===== src/rtl/pixel_sink_pkg.sv =====
// Shared screen geometry, colour constants and the buffered pixel record
// used by the pixel sink and its FIFO.
package pixel_sink_pkg;

  localparam int unsigned SCREEN_W = 320;
  localparam int unsigned SCREEN_H = 240;
  localparam int unsigned ADDR_W   = 17;

  localparam logic [2:0] WHITE = 3'b111;
  localparam logic [2:0] BLACK = 3'b000;

  typedef struct packed {
    logic [8:0] x;
    logic [7:0] y;
    logic [2:0] color;
  } pixel_t;

  localparam int unsigned PIXEL_W = $bits(pixel_t);

  typedef enum logic {
    WR_IDLE,
    WR_WRITE
  } wr_state_e;

endpackage


===== src/rtl/pixel_fifo.sv =====
// Parameterised synchronous FIFO with occupancy count; head word is
// presented combinationally on data_o.
module pixel_fifo #(
  parameter  int unsigned WIDTH = 20,
  parameter  int unsigned DEPTH = 4,
  localparam int unsigned PTR_W = $clog2(DEPTH),
  localparam int unsigned CNT_W = PTR_W + 1
) (
  input  logic             clk_i,
  input  logic             rst_i,
  input  logic             push_i,
  input  logic             pop_i,
  input  logic [WIDTH-1:0] data_i,
  output logic [WIDTH-1:0] data_o,
  output logic [CNT_W-1:0] count_o,
  output logic             full_o,
  output logic             empty_o
);

  logic [WIDTH-1:0] mem_q [DEPTH];
  logic [PTR_W-1:0] wr_ptr_q, rd_ptr_q;
  logic [CNT_W-1:0] count_q;
  logic             do_push, do_pop;

  assign full_o  = (count_q == CNT_W'(DEPTH));
  assign empty_o = (count_q == '0);
  assign do_push = push_i && !full_o;
  assign do_pop  = pop_i && !empty_o;
  assign data_o  = mem_q[rd_ptr_q];
  assign count_o = count_q;

  always_ff @(posedge clk_i or posedge rst_i) begin
    if (rst_i) begin
      wr_ptr_q <= '0;
      rd_ptr_q <= '0;
      count_q  <= '0;
    end else begin
      if (do_push) wr_ptr_q <= wr_ptr_q + 1'b1;
      if (do_pop)  rd_ptr_q <= rd_ptr_q + 1'b1;
      count_q <= count_q + CNT_W'(do_push) - CNT_W'(do_pop);
    end
  end

  // Storage needs no reset: the pointers alone define what is valid.
  always_ff @(posedge clk_i) begin
    if (do_push) mem_q[wr_ptr_q] <= data_i;
  end

endmodule


===== src/rtl/pixel_sink.sv =====
// Pixel-plot stream sink: bounds-checks and buffers plotted pixels, then
// streams them to the framebuffer as single-cycle write strobes.
module pixel_sink #(
  parameter int unsigned SCREEN_W   = pixel_sink_pkg::SCREEN_W,
  parameter int unsigned SCREEN_H   = pixel_sink_pkg::SCREEN_H,
  parameter int unsigned FIFO_DEPTH = 4,
  parameter int unsigned ADDR_W     = pixel_sink_pkg::ADDR_W
) (
  input  logic              clock,
  input  logic              reset,
  input  logic [8:0]        x,
  input  logic [7:0]        y,
  input  logic [2:0]        color,
  input  logic              vga_en,
  output logic              ready,
  input  logic              fb_busy,
  output logic              fb_we,
  output logic [ADDR_W-1:0] fb_addr,
  output logic [2:0]        fb_data,
  output logic              idle,
  output logic [16:0]       pix_count,
  output logic [7:0]        oob_count
);
  import pixel_sink_pkg::*;

  localparam int unsigned CNT_W = $clog2(FIFO_DEPTH) + 1;

  pixel_t            in_pix, head_pix;
  logic [CNT_W-1:0]  fifo_count, count_nxt;
  logic              fifo_full, fifo_empty;
  logic              in_bounds, take, push, pop;
  wr_state_e         state_q, state_d;
  logic              ready_q, ready_d;
  logic              idle_q, idle_d;
  logic [ADDR_W-1:0] addr_q, addr_d;
  logic [2:0]        data_q;
  logic [16:0]       pix_q;
  logic [7:0]        oob_q;

  assign in_pix    = '{x: x, y: y, color: color};
  assign in_bounds = (32'(x) < SCREEN_W) && (32'(y) < SCREEN_H);
  assign take      = vga_en && ready_q;
  assign push      = take && in_bounds && !fifo_full;
  assign pop       = !fifo_empty && !fb_busy;
  assign count_nxt = fifo_count + CNT_W'(push) - CNT_W'(pop);

  pixel_fifo #(
    .WIDTH (PIXEL_W),
    .DEPTH (FIFO_DEPTH)
  ) u_fifo (
    .clk_i   (clock),
    .rst_i   (reset),
    .push_i  (push),
    .pop_i   (pop),
    .data_i  (in_pix),
    .data_o  (head_pix),
    .count_o (fifo_count),
    .full_o  (fifo_full),
    .empty_o (fifo_empty)
  );

  always_ff @(posedge clock or posedge reset) begin
    if (reset) state_q <= WR_IDLE;
    else       state_q <= state_d;
  end

  always_comb begin
    state_d = state_q;
    case (state_q)
      WR_IDLE:  if (pop) state_d = WR_WRITE;
      WR_WRITE: state_d = pop ? WR_WRITE : WR_IDLE;
      default:  state_d = WR_IDLE;
    endcase
  end

  always_comb begin
    fb_we = (state_q == WR_WRITE);
  end

  // Shift-add form for the 320-wide screen; generic multiply otherwise.
  always_comb begin
    addr_d = (SCREEN_W == 320)
           ? ADDR_W'({head_pix.y, 8'b0}) + ADDR_W'({head_pix.y, 6'b0}) + ADDR_W'(head_pix.x)
           : ADDR_W'(32'(head_pix.y) * SCREEN_W + 32'(head_pix.x));
    ready_d = (32'(count_nxt) < FIFO_DEPTH);
    idle_d  = (count_nxt == '0) && (state_d == WR_IDLE);
  end

  always_ff @(posedge clock or posedge reset) begin
    if (reset) begin
      ready_q <= 1'b1;
      idle_q  <= 1'b1;
      addr_q  <= '0;
      data_q  <= BLACK;
      pix_q   <= '0;
      oob_q   <= '0;
    end else begin
      ready_q <= ready_d;
      idle_q  <= idle_d;
      if (pop) begin
        addr_q <= addr_d;
        data_q <= head_pix.color;
      end
      if (fb_we) pix_q <= pix_q + 17'd1;
      if (take && !in_bounds && (oob_q != 8'hFF)) oob_q <= oob_q + 8'd1;
    end
  end

  assign ready     = ready_q;
  assign idle      = idle_q;
  assign fb_addr   = addr_q;
  assign fb_data   = data_q;
  assign pix_count = pix_q;
  assign oob_count = oob_q;

endmodule


===== config.mk =====
export PLATFORM = sky130hd
export DESIGN_NAME = pixel_sink
export DESIGN_NICKNAME = d
export VERILOG_FILES = /design/src/rtl/pixel_sink_pkg.sv /design/src/rtl/pixel_fifo.sv /design/src/rtl/pixel_sink.sv
export SDC_FILE = /design/constraint.sdc
export NUM_CORES = 1
export LEC_CHECK = 0
export CAP_MARGIN = 20
export CORE_UTILIZATION = 40
export DETAILED_ROUTE_END_ITERATION = 10
export PLACE_DENSITY = 0.66
export SLEW_MARGIN = 5
export SYNTH_ARGS = -nofsm -noshare
export SYNTH_HDL_FRONTEND = slang
export SYNTH_HIERARCHICAL = 1
export SYNTH_SLANG_ARGS = --single-unit

===== constraint.sdc =====
create_clock -name clock -period 3.7 [get_ports clock]
set_input_delay 0.555 -clock clock [delete_from_list [all_inputs] [get_ports clock]]
set_output_delay 0.555 -clock clock [all_outputs]
set_load 0.05 [all_outputs]

* After elaboration in Yosys (flattened, before gate mapping) *
Memory sizes are Yosys's and may differ from the RTL's.
Index checks and enable logic that the tools add are counted.

cells by class
  equality and inequality tests = 2
  bitwise logic cells = 1
  reductions and logical operators = 16
  order comparisons = 3
  add/subtract/negate cells = 10
  muxes and demuxes = 3

operators by type and width
  kind                                           count
  adder 16 x 14 -> 17 bit                        1
  adder 17 x 1 -> 17 bit, second input constant  1
  adder 17 x 9 -> 17 bit                         1
  logical AND 1 bit                              10
  < comparator 9 bit, second input constant      1
  adder 8 x 1 -> 8 bit, second input constant    1
  < comparator 8 bit, second input constant      1
  inequality test 8 bit, second input constant   1
  adder 3 x 1 -> 3 bit                           2
  zero test 3 bit                                2
  subtractor 3 x 1 -> 3 bit                      2
  adder 2 x 1 -> 2 bit, second input constant    2
  zero test 1 bit                                4
  == test 3 bit, second input constant           1
  < comparator 3 bit, second input constant      1
  2-to-1 mux 1 bit                               3
  inverter 1 bit                                 1

word-level totals
  memory bits (writable) = 80
  input port bits = 24
  output and inout port bits = 48
  logic and storage cells = 46
  bits in registers = 55
  memories = 1

memory list
  name          words  width  read ports  clocked after Yosys merged registers in  write ports  RTL line          source
  u_fifo.mem_q  4      20     1           0                                        1            pixel_fifo.sv:20  logic [WIDTH-1:0] mem_q [DEPTH];

* Longest topological paths before layout *
Gate-level depths: netlist of run 1.

  word-level depth = 8
  mapped depth = 13

* Cells and area by module *
The synthesis of run 1 kept the hierarchy.

by module, submodules not included
  module      area each (sq um)  cells each  instances
  pixel_fifo  3,365.7            146         1
  pixel_sink  2,487.4            246         1

* Worst setup path after synthesis of run 1 *
Ideal clock, no wire load.

  path kind = reg-to-reg
  from = register u_fifo.rd_ptr_q[0]
  to = register addr_q[15], in the netlist fb_addr[15]
  data required time = 3.610 ns
  path buffers = 1
  stages on the path, launching flop included = 12
  arrival time = 2.877 ns
  clock period less this slack = 2.966 ns
  setup time = 0.090 ns
  path slack = 0.734 ns
  cells stage by stage = dfrtp_1 -> buf_6 -> mux4_2 -> ha_1 -> ha_1 -> inv_1 -> fa_1 -> nor2b_4 -> o31a_1 -> o41ai_2 -> mux2_2 -> o2111ai_1

RTL lines
  what                      RTL line           source
  start: declaration        pixel_fifo.sv:21   logic [PTR_W-1:0] wr_ptr_q, rd_ptr_q;
  start signal: assignment  pixel_fifo.sv:39   if (do_pop) rd_ptr_q <= rd_ptr_q + 1'b1;
  end signal: assignment    pixel_sink.sv:101  addr_q <= addr_d;
  end: declaration          pixel_sink.sv:35   logic [ADDR_W-1:0] addr_q, addr_d;

==> results of run 1 <==
worst max path at each step:
| stage | endpoint | slack, ns | depth (start not counted) |
|---|---|---|---|
| after CTS | fb_addr[15]$_DFFE_PP0P_ | 0.45 | 11 |
| final | fb_addr[15]$_DFFE_PP0P_ | 0.49 | 11 |
| after detailed placement | u_fifo/count_o[2]$_DFF_PP0_ | 0.31 | 12 |
| after floorplan | fb_addr[15]$_DFFE_PP0P_ | 0.73 | 11 |
| after global placement | u_fifo/count_o[2]$_DFF_PP0_ | 0.41 | 12 |
| after global routing | fb_addr[15]$_DFFE_PP0P_ | 0.30 | 11 |
layout make-up:
type	instances	area share [%]
Clock buffer	21	6.04
Timing Repair Buffer	83	11.1
Multi-Input combinational cell	228	26.0
Tap cell	180	3.02
Sequential cell	135	50.7
Clock inverter	11	2.05
Inverter	21	1.06
cell families (layout without fill, tap and decap cells):
family	count (synthesis)	after routing	synth area share [%]
adders and majority gates	29	29	6.71
xor gates and xnor gates	30	30	4.49
and+or+nand+nor	110	110	9.36
buffers and inverters	29	136	2.24
muxes	23	23	8.40
DFF	135	135	64.6
AOI/OAI and AO/OA	36	36	4.19
registers in the layout (all words and copies together) (netlist names), 2 cells and up:
signal and flops:
u_fifo/rd_ptr_q 2, u_fifo/mem_q 80, u_fifo/count_o 3, fb_data 3, u_fifo/wr_ptr_q 2, pix_count 17, fb_addr 17, oob_count 8
power by group:
| part | internal, mW | total (mW) | leakage (nW) | switching (mW) |
|---|---|---|---|---|
| Sequential | 1.91 | 2.18 | 1.41 | 0.262 |
| Combinational | 1.27 | 3.02 | 1.27 | 1.76 |
| Clock | 1.08 | 1.71 | 0.284 | 0.625 |
through the flow:
stage               std cells  hold slack [ns]  setup WS, ns
finish                    679            0.446         0.486
global route              679            0.480         0.302
CTS                       678            0.445         0.453
detailed placement        646            0.463         0.308
global placement          646            0.460         0.414
floorplan                 392            0.358         0.734
cell usage in the layout, fill, tap and decap left out, types with 5 or more instances in the layout:
master           count
edfxtp_1            80
clkdlybuf4s50_1     71
nand2_1             59
dfrtp_1             53
ha_1                25
inv_1               19
xnor2_1             18
mux4_2              18
clkbuf_16           17
xor2_1              12
o21ai_0             10
nor2_1              10
buf_4               10
nand3_1              7
nand4_1              7
nor3_1               5
metal layers:
metal	routed length (um)	vias up
met5	0	-
met2	5260	86
met3	694	11
met1	5050	1715
met4	137	0
li1	-	1633
cells in the mapped netlist, drive strengths merged, types with 2 or more instances:
cell     instances  area (um2)
a21o             2        15.0
and3             4        25.0
and3b            4        35.0
o211ai           3        22.5
inv             20        75.1
o21a             3        22.5
nor3             5        25.0
xor2            12         105
mux4            20         458
a21oi            4        20.0
mux2             3        33.8
nand4            7        43.8
edfxtp          80        2400
buf              6        45.0
ha              25         313
dfstp            2        52.6
xnor2           18         158
nand2b           4        25.0
o21ai           12        63.8
nand4bb          2        22.5
nand2           59         221
or3              2        12.5
o31ai            3        22.5
clkbuf           2        7.51
nand3            7        35.0
a211oi           3        22.5
fa               4        80.1
nor2            10        37.5
dfrtp           53        1330
==> impl_results.html, run 1 <==
<table>
<tr><th>Metric</th><th>Value</th></tr>
<tr><th colspan="2">Placed design</th></tr>
<tr><td>Post-placement cell area</td><td>about 0.0068 mm2</td></tr>
<tr><td>Count of buffers from port buffering</td><td>~70</td></tr>
<tr><td>Global placer's final weighted congestion</td><td>0.756</td></tr>
<tr><td>Post-detailed-placement half-perimeter wirelength</td><td>7540 um</td></tr>
<tr><th colspan="2">STA</th></tr>
<tr><td>Fin crit share</td><td>86.9%</td></tr>
<tr><td>Setup Skew</td><td>0.00707 ns</td></tr>
<tr><td>Total count of max-transition violations in the final report</td><td>0</td></tr>
<tr><td>Final critical-path required period</td><td>around 3.2 ns</td></tr>
<tr><td>Setup total negative slack</td><td>0 ns</td></tr>
<tr><td>Final setup viols</td><td>0</td></tr>
<tr><td>Number of hold-slack violations in the final timing report</td><td>0</td></tr>
<tr><td>Worst-case headroom to the max-slew limit</td><td>approximately 64%</td></tr>
<tr><td>Upper clock frequency limit</td><td>311 MHz</td></tr>
<tr><td>Unrepaired setup endpoints after global routing</td><td>false</td></tr>
<tr><td>Tightest Pin Transition</td><td>0.538 ns</td></tr>
<tr><th colspan="2">Yosys</th></tr>
<tr><td>Yosys Warn Count</td><td>6</td></tr>
<tr><td>Number of instances in the synthesized netlist</td><td>between 300 and 400</td></tr>
<tr><td>Unique masters post-synth</td><td>48</td></tr>
<tr><td>Fraction of the yosys area taken by sequential cells</td><td>64.6%</td></tr>
<tr><td>Share of async-settable or async-resettable flops after synthesis</td><td>~41%</td></tr>
<tr><td>Mean area per synthesized cell</td><td>around 15 um2</td></tr>
<tr><td>Seq cells post-synth</td><td>~140</td></tr>
<tr><td>Mapped cell area</td><td>roughly 0.0059 mm2</td></tr>
<tr><td>Net count of the mapped netlist</td><td>445</td></tr>
<tr><td>Ys flop type</td><td>edfxtp_1</td></tr>
<tr><td>Count of flip-flops with a built-in enable after synthesis</td><td>80</td></tr>
<tr><th colspan="2">Die</th></tr>
<tr><td>Area of the core</td><td>0.0141 mm2</td></tr>
<tr><td>Total number of placement rows</td><td>43</td></tr>
<tr><td>Boundary pin count</td><td>72</td></tr>
<tr><td>DIE AREA</td><td>0.0151 mm2</td></tr>
<tr><td>Die boundary width</td><td>roughly 120 um</td></tr>
<tr><td>Die Y</td><td>around 120 um</td></tr>
<tr><td>Initial core utilization</td><td>~42%</td></tr>
<tr><th colspan="2">Clock network</th></tr>
<tr><td>TritonCTS sink count</td><td>approximately 140</td></tr>
<tr><td>Count of hold buffers inserted by post-cts repair</td><td>0</td></tr>
<tr><td>Inserted Clock Buffers</td><td>17</td></tr>
<tr><td>Resized Gates After CTS</td><td>0</td></tr>
<tr><td>Later-pin clock latency in the skew report</td><td>roughly 0.42 ns</td></tr>
<tr><td>Number of H-tree branching levels</td><td>4</td></tr>
<tr><td>Clk root buf</td><td>clkbuf_16</td></tr>
<tr><td>Clock slew at reported path FFs</td><td>~0.060 ns</td></tr>
<tr><td>Number of buffers inserted by post-CTS setup repair</td><td>0</td></tr>
<tr><td>TritonCTS clock tree</td><td>yes</td></tr>
<tr><td>Max Buffers Root-to-Sink</td><td>2</td></tr>
<tr><th colspan="2">Final layout</th></tr>
<tr><td>Count of inserted antenna diode cells</td><td>0</td></tr>
<tr><td>Fill cells</td><td>about 1200</td></tr>
<tr><td>Multi-input gate area in the final layout</td><td>approximately 0.0019 mm2</td></tr>
<tr><td>Net count of the finished layout</td><td>~540</td></tr>
<tr><td>Util after Layout</td><td>a little over half</td></tr>
<tr><td>Storage cell area</td><td>roughly 0.0038 mm2</td></tr>
<tr><td>Cell area after layout</td><td>between 0.007 and 0.008 mm2</td></tr>
<tr><td>Share of layout cells above drive strength 1</td><td>13.6%</td></tr>
<tr><td>Synthesis-to-layout area growth</td><td>27.4%</td></tr>
<tr><th colspan="2">Critical path</th></tr>
<tr><td>Setup crit end kind</td><td>register</td></tr>
<tr><td>Worst R2R End</td><td>fb_addr[15]$_DFFE_PP0P_</td></tr>
<tr><td>Crit path largest cell delay</td><td>0.55 ns</td></tr>
<tr><td>Critical path class</td><td>register to register</td></tr>
<tr><td>Start point of the critical path</td><td>u_fifo/rd_ptr_q[0]$_DFFE_PP0P_</td></tr>
<tr><td>Worst R2R Setup Slack</td><td>a little under 0.5 ns</td></tr>
<tr><td>Reg-to-reg critical path startpoint</td><td>u_fifo/rd_ptr_q[0]$_DFFE_PP0P_</td></tr>
<tr><td>Worst EP required</td><td>around 4 ns</td></tr>
<tr><td>Cell count of the worst reg-to-reg path</td><td>11</td></tr>
<tr><td>CP max stage cell</td><td>mux4_2</td></tr>
<tr><td>Most used cell, CP</td><td>ha_1</td></tr>
<tr><td>Data arrival, critical path</td><td>3.54 ns</td></tr>
<tr><td>Critical path buffers and inverters</td><td>2</td></tr>
<tr><td>Critical path peak fanout</td><td>22</td></tr>
<tr><td>Critical path's top delay family</td><td>multiplexers</td></tr>
<tr><td>Kind of start point of the critical path</td><td>register</td></tr>
<tr><td>Ordered list of cells on the worst path</td><td>buf_12 -&gt; mux4_2 -&gt; ha_1 -&gt; ha_1 -&gt; inv_1 -&gt; fa_1 -&gt; nor2b_4 -&gt; o31a_1 -&gt; o41ai_2 -&gt; mux2_2 -&gt; o2111ai_1</td></tr>
<tr><th colspan="2">Pwr</th></tr>
<tr><td>PnR Total Power</td><td>between 6 and 7 mW</td></tr>
<tr><td>Worst IR Drop VDD</td><td>0.540 mV</td></tr>
<tr><td>Power density relative to cell area</td><td>between 900 and 1000 mW/mm2</td></tr>
<tr><td>Static leakage</td><td>just under 3 nW</td></tr>
<tr><th colspan="2">Job</th></tr>
<tr><td>Max-cap violation count</td><td>0</td></tr>
<tr><th colspan="2">Routing</th></tr>
<tr><td>Routed vias/inst</td><td>~5.1</td></tr>
<tr><td>Detailed router's first-iteration violation count</td><td>around 180</td></tr>
<tr><td>Count of vias placed by the detailed router</td><td>3445</td></tr>
<tr><td>Remaining routing DRC violations</td><td>0</td></tr>
<tr><td>Number of antenna-violating nets in the routed design</td><td>0</td></tr>
<tr><td>WL per Instance</td><td>about 16 um</td></tr>
<tr><td>Post-Route WL</td><td>11100 um</td></tr>
<tr><td>Pre-Repair DR Iteration Count</td><td>5</td></tr>
<tr><th colspan="2">Outcome</th></tr>
<tr><td>Result of the run</td><td>finished clean</td></tr>
<tr><th colspan="2">GRT</th></tr>
<tr><td>Antenna violations before repair</td><td>0</td></tr>
<tr><td>Peak-usage layer in the global routing report</td><td>met2</td></tr>
<tr><td>First-pass GRT wire length</td><td>about 19000 um</td></tr>
<tr><td>Overall routing resource usage</td><td>between 10% and 20%</td></tr>
<tr><td>Pin count of the biggest net entering global routing</td><td>slightly below 50</td></tr>
<tr><td>GR Layer Usage met1</td><td>between 20% and 30%</td></tr>
<tr><td>Vias in the first global route</td><td>between 3000 and 4000</td></tr>
<tr><td>Leftover overflow at the end of global routing</td><td>0</td></tr>
<tr><td>Met2 usage</td><td>about a quarter</td></tr>
<tr><td>Met3 track demand over resource</td><td>6.23%</td></tr>
<tr><th colspan="2">Worst hold path</th></tr>
<tr><td>Worst hold path type</td><td>input pin to asynchronous set/reset pin</td></tr>
</table>
No activity file was read; power rests on OpenSTA's default activity.
==> inputs of run 2 (changes only) <==
--- a/config.mk
+++ b/config.mk
@@ -6,9 +6,11 @@
 export NUM_CORES = 1
 export LEC_CHECK = 0
 export CAP_MARGIN = 20
+export CORE_ASPECT_RATIO = 1.75
 export CORE_UTILIZATION = 40
 export DETAILED_ROUTE_END_ITERATION = 10
 export PLACE_DENSITY = 0.66
+export RECOVER_POWER = 50
 export SLEW_MARGIN = 5
 export SYNTH_ARGS = -nofsm -noshare
 export SYNTH_HDL_FRONTEND = slang
==> impl_results.html, run 2 (same netlist as run 1, synthesis figures left out) <==
<table>
<tr><th>Metric</th><th>Value</th></tr>
<tr><th colspan="2">Worst hold path</th></tr>
<tr><td>Worst hold path type</td><td>register to register</td></tr>
<tr><td>Cells on Worst Hold Path</td><td>2</td></tr>
<tr><th colspan="2">STA</th></tr>
<tr><td>Number of hold-slack violations in the final timing report</td><td>0 (unchanged)</td></tr>
<tr><td>Unrepaired setup endpoints after global routing</td><td>false</td></tr>
<tr><td>Final critical-path required period</td><td>3.17 ns (-0.0405 ns)</td></tr>
<tr><td>Total count of max-transition violations in the final report</td><td>33 (+33)</td></tr>
<tr><td>Tightest Pin Transition</td><td>1.80 ns (+1.26 ns)</td></tr>
<tr><td>Final setup viols</td><td>0 (unchanged)</td></tr>
<tr><td>Worst-case headroom to the max-slew limit</td><td>-19.9% (-84 points)</td></tr>
<tr><td>Final setup slack of the worst path</td><td>0.527 ns (+0.0405 ns)</td></tr>
<tr><td>Fin crit share</td><td>85.8% (-1.1 points)</td></tr>
<tr><td>Setup total negative slack</td><td>0 ns (unchanged)</td></tr>
<tr><td>Upper clock frequency limit</td><td>315 MHz (+1.3%)</td></tr>
<tr><td>Setup Skew</td><td>0.00943 ns (+0.00236 ns)</td></tr>
<tr><th colspan="2">Die</th></tr>
<tr><td>DIE AREA</td><td>0.0151 mm2 (+0.12%)</td></tr>
<tr><td>Boundary pin count</td><td>72 (unchanged)</td></tr>
<tr><td>Die Y</td><td>162 um (+32%)</td></tr>
<tr><td>Total number of placement rows</td><td>58 (+35%)</td></tr>
<tr><td>Die boundary width</td><td>93.4 um (-24%)</td></tr>
<tr><td>Initial core utilization</td><td>40.9% (-0.58 points)</td></tr>
<tr><td>Area of the core</td><td>0.0143 mm2 (+1.4%)</td></tr>
<tr><th colspan="2">Final layout</th></tr>
<tr><td>Most common library cell in the layout ignoring fill and taps</td><td>edfxtp_1</td></tr>
<tr><td>Synthesis-to-layout area growth</td><td>26.3%</td></tr>
<tr><td>Largest reg by FF count</td><td>u_fifo/mem_q</td></tr>
<tr><td>Max FFs per register</td><td>80 (unchanged)</td></tr>
<tr><td>Cell area after layout</td><td>0.00739 mm2 (-0.81%)</td></tr>
<tr><td>Share of layout cells above drive strength 1</td><td>13.6% (unchanged)</td></tr>
<tr><td>Top library cells by usage in the layout, fill and taps aside</td><td>80 x edfxtp_1, 59 x nand2_1, 53 x dfrtp_1</td></tr>
<tr><td>Net count of the finished layout</td><td>539 (unchanged)</td></tr>
<tr><th colspan="2">Placed design</th></tr>
<tr><td>Global placer's final weighted congestion</td><td>0.770 (+1.8%)</td></tr>
<tr><td>Count of buffers from port buffering</td><td>71 (unchanged)</td></tr>
<tr><td>Placement-stage worst setup slack</td><td>0.374 ns (+0.0660 ns)</td></tr>
<tr><td>Post-placement cell area</td><td>0.00683 mm2 (unchanged)</td></tr>
<tr><td>Post-detailed-placement half-perimeter wirelength</td><td>7660 um (+1.7%)</td></tr>
<tr><th colspan="2">GRT</th></tr>
<tr><td>First-pass GRT wire length</td><td>18100 um (-2.7%)</td></tr>
<tr><td>Overall routing resource usage</td><td>16.1% (-0.88 points)</td></tr>
<tr><td>Vias in the first global route</td><td>3650 (+2.7%)</td></tr>
<tr><td>Antenna violations before repair</td><td>1 (+1)</td></tr>
<tr><td>Leftover overflow at the end of global routing</td><td>0 (unchanged)</td></tr>
<tr><td>Pin count of the biggest net entering global routing</td><td>49 (unchanged)</td></tr>
<tr><th colspan="2">Critical path</th></tr>
<tr><td>Cell count of the worst reg-to-reg path</td><td>10 (-1)</td></tr>
<tr><td>Critical path peak fanout</td><td>13 (-41%)</td></tr>
<tr><td>Setup crit end kind</td><td>register</td></tr>
<tr><td>Kind of start point of the critical path</td><td>register</td></tr>
<tr><td>Data arrival, critical path</td><td>3.50 ns (-0.04 ns)</td></tr>
<tr><td>Critical path class</td><td>register to register</td></tr>
<tr><td>Worst EP required</td><td>4.02 ns (about the same)</td></tr>
<tr><th colspan="2">Clock network</th></tr>
<tr><td>Later-pin clock latency in the skew report</td><td>0.42 ns (about the same)</td></tr>
<tr><td>Count of hold buffers inserted by post-cts repair</td><td>0 (unchanged)</td></tr>
<tr><td>Clock slew at reported path FFs</td><td>0.06 ns (about the same)</td></tr>
<tr><td>Number of buffers inserted by post-CTS setup repair</td><td>0 (unchanged)</td></tr>
<tr><td>Max Buffers Root-to-Sink</td><td>2 (unchanged)</td></tr>
<tr><td>Clk root buf</td><td>clkbuf_16</td></tr>
<tr><td>Inserted Clock Buffers</td><td>17 (unchanged)</td></tr>
<tr><td>TritonCTS sink count</td><td>135 (unchanged)</td></tr>
<tr><td>TritonCTS clock tree</td><td>yes</td></tr>
<tr><td>Number of H-tree branching levels</td><td>4 (unchanged)</td></tr>
<tr><td>Resized Gates After CTS</td><td>0 (unchanged)</td></tr>
<tr><th colspan="2">Routing</th></tr>
<tr><td>Pre-Repair DR Iteration Count</td><td>4 (-1)</td></tr>
<tr><td>Detailed router's first-iteration violation count</td><td>144 (-21%)</td></tr>
<tr><td>WL per Instance</td><td>16.2 um (-1.2%)</td></tr>
<tr><td>Post-Route WL</td><td>11000 um (-1.1%)</td></tr>
<tr><td>Routed vias/inst</td><td>5.06 (-0.26%)</td></tr>
<tr><td>Remaining routing DRC violations</td><td>0 (unchanged)</td></tr>
<tr><td>Count of vias placed by the detailed router</td><td>3441 (-0.12%)</td></tr>
<tr><td>Number of antenna-violating nets in the routed design</td><td>0 (unchanged)</td></tr>
<tr><th colspan="2">Outcome</th></tr>
<tr><td>Result of the run</td><td>finished with violations</td></tr>
<tr><td>Failing checks</td><td>max-capacitance violations, max-slew violations</td></tr>
<tr><th colspan="2">Job</th></tr>
<tr><td>Max-cap violation count</td><td>1 (+1)</td></tr>
<tr><th colspan="2">Pwr</th></tr>
<tr><td>Static leakage</td><td>2.94 nW (-0.74%)</td></tr>
<tr><td>Worst IR Drop VDD</td><td>0.454 mV (-16%)</td></tr>
<tr><td>Power density relative to cell area</td><td>911 mW/mm2 (-1.7%)</td></tr>
</table>
## run 2: worst paths after layout
check,start,slack (ns),end
setup / recovery,u_fifo/rd_ptr_q[1]$_DFFE_PP0P_,0.53,fb_addr[15]$_DFFE_PP0P_
hold / removal,fb_data[0]$_DFFE_PP0P_,0.48,fb_data[0]$_DFFE_PP0P_
setup reg to reg,u_fifo/rd_ptr_q[1]$_DFFE_PP0P_,0.53,fb_addr[15]$_DFFE_PP0P_
hold reg to reg,fb_data[0]$_DFFE_PP0P_,0.48,fb_data[0]$_DFFE_PP0P_
max in group asynchronous,reset,0.90,pix_count[13]$_DFFE_PP0P_
min in group asynchronous,reset,0.54,u_fifo/wr_ptr_q[1]$_DFFE_PP0P_
## run 2: worst max-delay path: stages (launching register included)
cell and delay, ns:
dfrtp_1 0.73, mux4_2 0.43, ha_1 0.31, ha_1 0.24
inv_1 0.08, fa_1 0.23, nor2b_4 0.06, o31a_1 0.29
o41ai_2 0.23, mux2_2 0.37, o2111ai_1 0.10
## run 2: metal layers
layer	wire, um	up-vias	share of wire, %	GRT usage [%]
met5	0	-	0	0
met4	274	0	2.5	8.53
met3	419	22	3.8	3.98
met2	6010	87	55	28.6
met1	4320	1700	39	17.4
li1	-	1632	-	-
## run 2: metrics by stage
step / util (%) / total power, mW / hold slack (ns) / instances
after global placement: 47.8 / 5.13 / 0.458 / 646
after detailed placement: 47.8 / 5.20 / 0.461 / 646
after CTS: 51.7 / 6.83 / 0.429 / 678
final: 51.7 / 6.73 / 0.477 / 680
after global routing: 51.7 / 7.17 / 0.496 / 680
after floorplan: - / 4.37 / 0.358 / 392
## run 2: layout make-up
cell class	instances	area (um2)
diodes	1	2.50
clock buffers	17	425
clock inverters	15	135
fillers	1189	6900
inverters	21	78.8
multi-input cells	228	1940
flip-flops and latches	135	3780
well taps	180	225
repair buffers	83	806
## run 2: where the power goes
part           leakage [nW]  total (mW)  internal (mW)  switching, mW
combinational          1.26        2.97           1.25           1.72
clock                 0.268        1.59          0.886          0.708
sequential             1.41        2.17           1.91          0.256
==> inputs of run 3 (changes only) <==
--- a/config.mk
+++ b/config.mk
@@ -11,6 +11,7 @@
 export DETAILED_ROUTE_END_ITERATION = 10
 export PLACE_DENSITY = 0.66
 export RECOVER_POWER = 50
+export REMOVE_ABC_BUFFERS = 1
 export SLEW_MARGIN = 5
 export SYNTH_ARGS = -nofsm -noshare
 export SYNTH_HDL_FRONTEND = slang
==> impl_results.html, run 3 (same netlist as run 1, synthesis figures left out) <==
<table>
<tr><th>Metric</th><th>Value</th></tr>
<tr><th colspan="2">Critical path</th></tr>
<tr><td>Worst EP required</td><td>4.02 ns (about the same)</td></tr>
<tr><td>Reg-to-reg critical path startpoint</td><td>u_fifo/rd_ptr_q[0]$_DFFE_PP0P_</td></tr>
<tr><td>Cell count of the worst reg-to-reg path</td><td>10 (unchanged)</td></tr>
<tr><td>Critical path peak fanout</td><td>11 (-2)</td></tr>
<tr><td>Worst R2R Setup Slack</td><td>0.32 ns (-0.21 ns)</td></tr>
<tr><td>Setup crit end kind</td><td>register</td></tr>
<tr><td>Worst R2R End</td><td>fb_addr[15]$_DFFE_PP0P_</td></tr>
<tr><td>Data arrival, critical path</td><td>3.70 ns (+0.20 ns)</td></tr>
<tr><td>Kind of start point of the critical path</td><td>register</td></tr>
<tr><td>Critical path class</td><td>register to register</td></tr>
<tr><th colspan="2">GRT</th></tr>
<tr><td>Pin count of the biggest net entering global routing</td><td>49 (unchanged)</td></tr>
<tr><td>Leftover overflow at the end of global routing</td><td>0 (unchanged)</td></tr>
<tr><td>Vias in the first global route</td><td>3671 (+0.58%)</td></tr>
<tr><td>First-pass GRT wire length</td><td>18200 um (+0.54%)</td></tr>
<tr><td>Antenna violations before repair</td><td>0 (-1)</td></tr>
<tr><td>Overall routing resource usage</td><td>16.2% (+0.096 points)</td></tr>
<tr><th colspan="2">Placed design</th></tr>
<tr><td>Post-detailed-placement half-perimeter wirelength</td><td>7690 um (+0.27%)</td></tr>
<tr><td>Global placer's final weighted congestion</td><td>0.814 (+5.6%)</td></tr>
<tr><td>Cell count after placement</td><td>647 (+0.15%)</td></tr>
<tr><td>Count of buffers from port buffering</td><td>71 (unchanged)</td></tr>
<tr><th colspan="2">Final layout</th></tr>
<tr><td>Fill cells</td><td>1215 (+2.2%)</td></tr>
<tr><td>Most common library cell in the layout ignoring fill and taps</td><td>edfxtp_1</td></tr>
<tr><td>Count of placed standard cells in the final layout, fillers left out</td><td>680 (unchanged)</td></tr>
<tr><td>Multi-input gate area in the final layout</td><td>0.00194 mm2 (-0.19%)</td></tr>
<tr><td>Share of layout cells above drive strength 1</td><td>13.2% (-0.43 points)</td></tr>
<tr><td>Synthesis-to-layout area growth</td><td>25.7%</td></tr>
<tr><td>Max FFs per register</td><td>80 (unchanged)</td></tr>
<tr><td>Largest reg by FF count</td><td>u_fifo/mem_q</td></tr>
<tr><td>Storage cell area</td><td>0.00378 mm2 (unchanged)</td></tr>
<tr><td>Net count of the finished layout</td><td>540 (+0.19%)</td></tr>
<tr><td>Top library cells by usage in the layout, fill and taps aside</td><td>80 x edfxtp_1, 59 x nand2_1, 53 x dfrtp_1</td></tr>
<tr><td>Count of inserted antenna diode cells</td><td>0 (-1)</td></tr>
<tr><th colspan="2">Pwr</th></tr>
<tr><td>Power density relative to cell area</td><td>909 mW/mm2 (-0.23%)</td></tr>
<tr><td>Worst IR Drop VDD</td><td>0.348 mV (-23%)</td></tr>
<tr><td>Static leakage</td><td>2.92 nW (-0.74%)</td></tr>
<tr><th colspan="2">STA</th></tr>
<tr><td>Setup total negative slack</td><td>0 ns (unchanged)</td></tr>
<tr><td>Final critical-path required period</td><td>3.38 ns (+0.211 ns)</td></tr>
<tr><td>Total count of max-transition violations in the final report</td><td>38 (+15%)</td></tr>
<tr><td>Number of hold-slack violations in the final timing report</td><td>0 (unchanged)</td></tr>
<tr><td>Tightest Pin Transition</td><td>2.06 ns (+0.257 ns)</td></tr>
<tr><td>WHS</td><td>0.467 ns (-0.00933 ns)</td></tr>
<tr><td>Fin crit share</td><td>91.5% (+5.7 points)</td></tr>
<tr><td>Upper clock frequency limit</td><td>295 MHz (-6.2%)</td></tr>
<tr><td>Unrepaired setup endpoints after global routing</td><td>false</td></tr>
<tr><td>Setup Skew</td><td>0.00770 ns (-0.00173 ns)</td></tr>
<tr><td>Final setup viols</td><td>0 (unchanged)</td></tr>
<tr><td>Worst-case headroom to the max-slew limit</td><td>-37.1% (-17 points)</td></tr>
<tr><th colspan="2">Routing</th></tr>
<tr><td>Routed vias/inst</td><td>5.06 (about the same)</td></tr>
<tr><td>Post-Route WL</td><td>11300 um (+2.5%)</td></tr>
<tr><td>Detailed router's first-iteration violation count</td><td>146 (+1.4%)</td></tr>
<tr><td>WL per Instance</td><td>16.6 um (+2.5%)</td></tr>
<tr><td>Number of antenna-violating nets in the routed design</td><td>0 (unchanged)</td></tr>
<tr><td>Pre-Repair DR Iteration Count</td><td>5 (+1)</td></tr>
<tr><td>Remaining routing DRC violations</td><td>0 (unchanged)</td></tr>
<tr><td>Count of vias placed by the detailed router</td><td>3439 (-0.058%)</td></tr>
<tr><th colspan="2">Die</th></tr>
<tr><td>Area of the core</td><td>0.0143 mm2 (unchanged)</td></tr>
<tr><td>Total number of placement rows</td><td>58 (unchanged)</td></tr>
<tr><td>Die boundary width</td><td>93.4 um (unchanged)</td></tr>
<tr><td>Die Y</td><td>162 um (unchanged)</td></tr>
<tr><td>DIE AREA</td><td>0.0151 mm2 (unchanged)</td></tr>
<tr><td>Initial core utilization</td><td>40.9% (unchanged)</td></tr>
<tr><td>Boundary pin count</td><td>72 (unchanged)</td></tr>
<tr><th colspan="2">Clock network</th></tr>
<tr><td>TritonCTS sink count</td><td>135 (unchanged)</td></tr>
<tr><td>Number of H-tree branching levels</td><td>4 (unchanged)</td></tr>
<tr><td>Clk root buf</td><td>clkbuf_16</td></tr>
<tr><td>Clock slew at reported path FFs</td><td>0.06 ns (about the same)</td></tr>
<tr><td>Count of hold buffers inserted by post-cts repair</td><td>0 (unchanged)</td></tr>
<tr><td>TritonCTS clock tree</td><td>yes</td></tr>
<tr><td>Max Buffers Root-to-Sink</td><td>2 (unchanged)</td></tr>
<tr><td>Inserted Clock Buffers</td><td>17 (unchanged)</td></tr>
<tr><td>Number of buffers inserted by post-CTS setup repair</td><td>0 (unchanged)</td></tr>
<tr><td>Later-pin clock latency in the skew report</td><td>0.41 ns (about the same)</td></tr>
<tr><td>Resized Gates After CTS</td><td>0 (unchanged)</td></tr>
<tr><th colspan="2">Worst hold path</th></tr>
<tr><td>Cells on Worst Hold Path</td><td>1 (-1)</td></tr>
<tr><td>Worst hold path type</td><td>register to register</td></tr>
<tr><td>Hold_sp</td><td>pix_count[16]$_DFFE_PP0P_</td></tr>
<tr><td>Hold EP</td><td>pix_count[16]$_DFFE_PP0P_</td></tr>
<tr><th colspan="2">Outcome</th></tr>
<tr><td>Result of the run</td><td>finished with violations</td></tr>
<tr><td>Failing checks</td><td>max-capacitance violations, max-slew violations</td></tr>
<tr><th colspan="2">Job</th></tr>
<tr><td>Max-cap violation count</td><td>1 (unchanged)</td></tr>
</table>
run 3: critical path, stage by stage, from the launching register on:
cell and delay (ns):
dfrtp_1 0.72, mux4_2 0.62, ha_1 0.32, ha_1 0.24, inv_1 0.08, fa_1 0.23, nor2b_4 0.06, o31a_1 0.29
o41ai_2 0.26, mux2_2 0.37, o2111ai_1 0.09
run 3: metal layers:
| layer | track usage [%] | up-vias | part of all wire (%) |
|---|---|---|---|
| met4 | 7.48 | 0 | 1.9 |
| met2 | 30.0 | 67 | 57 |
| met3 | 3.37 | 15 | 3.0 |
| li1 | - | 1626 | - |
| met5 | 0 | - | 0 |
| met1 | 17.2 | 1731 | 38 |
run 3: through the flow:
stage / utilization (%) / cell area [um2] / setup slack [ns] / power, mW
4_1_cts: 51.5 / 7360 / 0.290 / 6.77
2_1_floorplan: - / 5800 / 0.229 / 4.32
5_1_grt: 51.5 / 7360 / 0.170 / 7.10
6_report: 51.5 / 7360 / 0.315 / 6.68
3_5_place_dp: 47.8 / 6830 / 0.304 / 5.24
3_3_place_gp: 47.8 / 6830 / 0.405 / 5.15
run 3: worst max-delay path by stage:
stage / slack (ns) / to / startpoint
2_1_floorplan: 0.23 / fb_addr[15]$_DFFE_PP0P_ / u_fifo/rd_ptr_q[0]$_DFFE_PP0P_
3_3_place_gp: 0.41 / fb_addr[15]$_DFFE_PP0P_ / u_fifo/rd_ptr_q[0]$_DFFE_PP0P_
3_5_place_dp: 0.30 / fb_addr[15]$_DFFE_PP0P_ / u_fifo/rd_ptr_q[0]$_DFFE_PP0P_
4_1_cts: 0.29 / fb_addr[15]$_DFFE_PP0P_ / u_fifo/rd_ptr_q[0]$_DFFE_PP0P_
5_1_grt: 0.17 / fb_addr[12]$_DFFE_PP0P_ / u_fifo/rd_ptr_q[0]$_DFFE_PP0P_
6_report: 0.32 / fb_addr[15]$_DFFE_PP0P_ / u_fifo/rd_ptr_q[0]$_DFFE_PP0P_
run 3: report_power, final:
part	switching, mW	leakage (nW)	internal [mW]	total, mW
sequential	0.286	1.41	1.91	2.20
combinational	1.72	1.26	1.25	2.98
clock	0.648	0.247	0.859	1.51
run 3: area by class of cell:
cell class / count / area share [%]
clock inverter: 14 / 1.41
clock buffer: 18 / 5.83
sequential: 135 / 51.4
timing repair buffer: 84 / 10.9
multi-input combinational: 228 / 26.3
inverter: 21 / 1.07
tap: 180 / 3.06
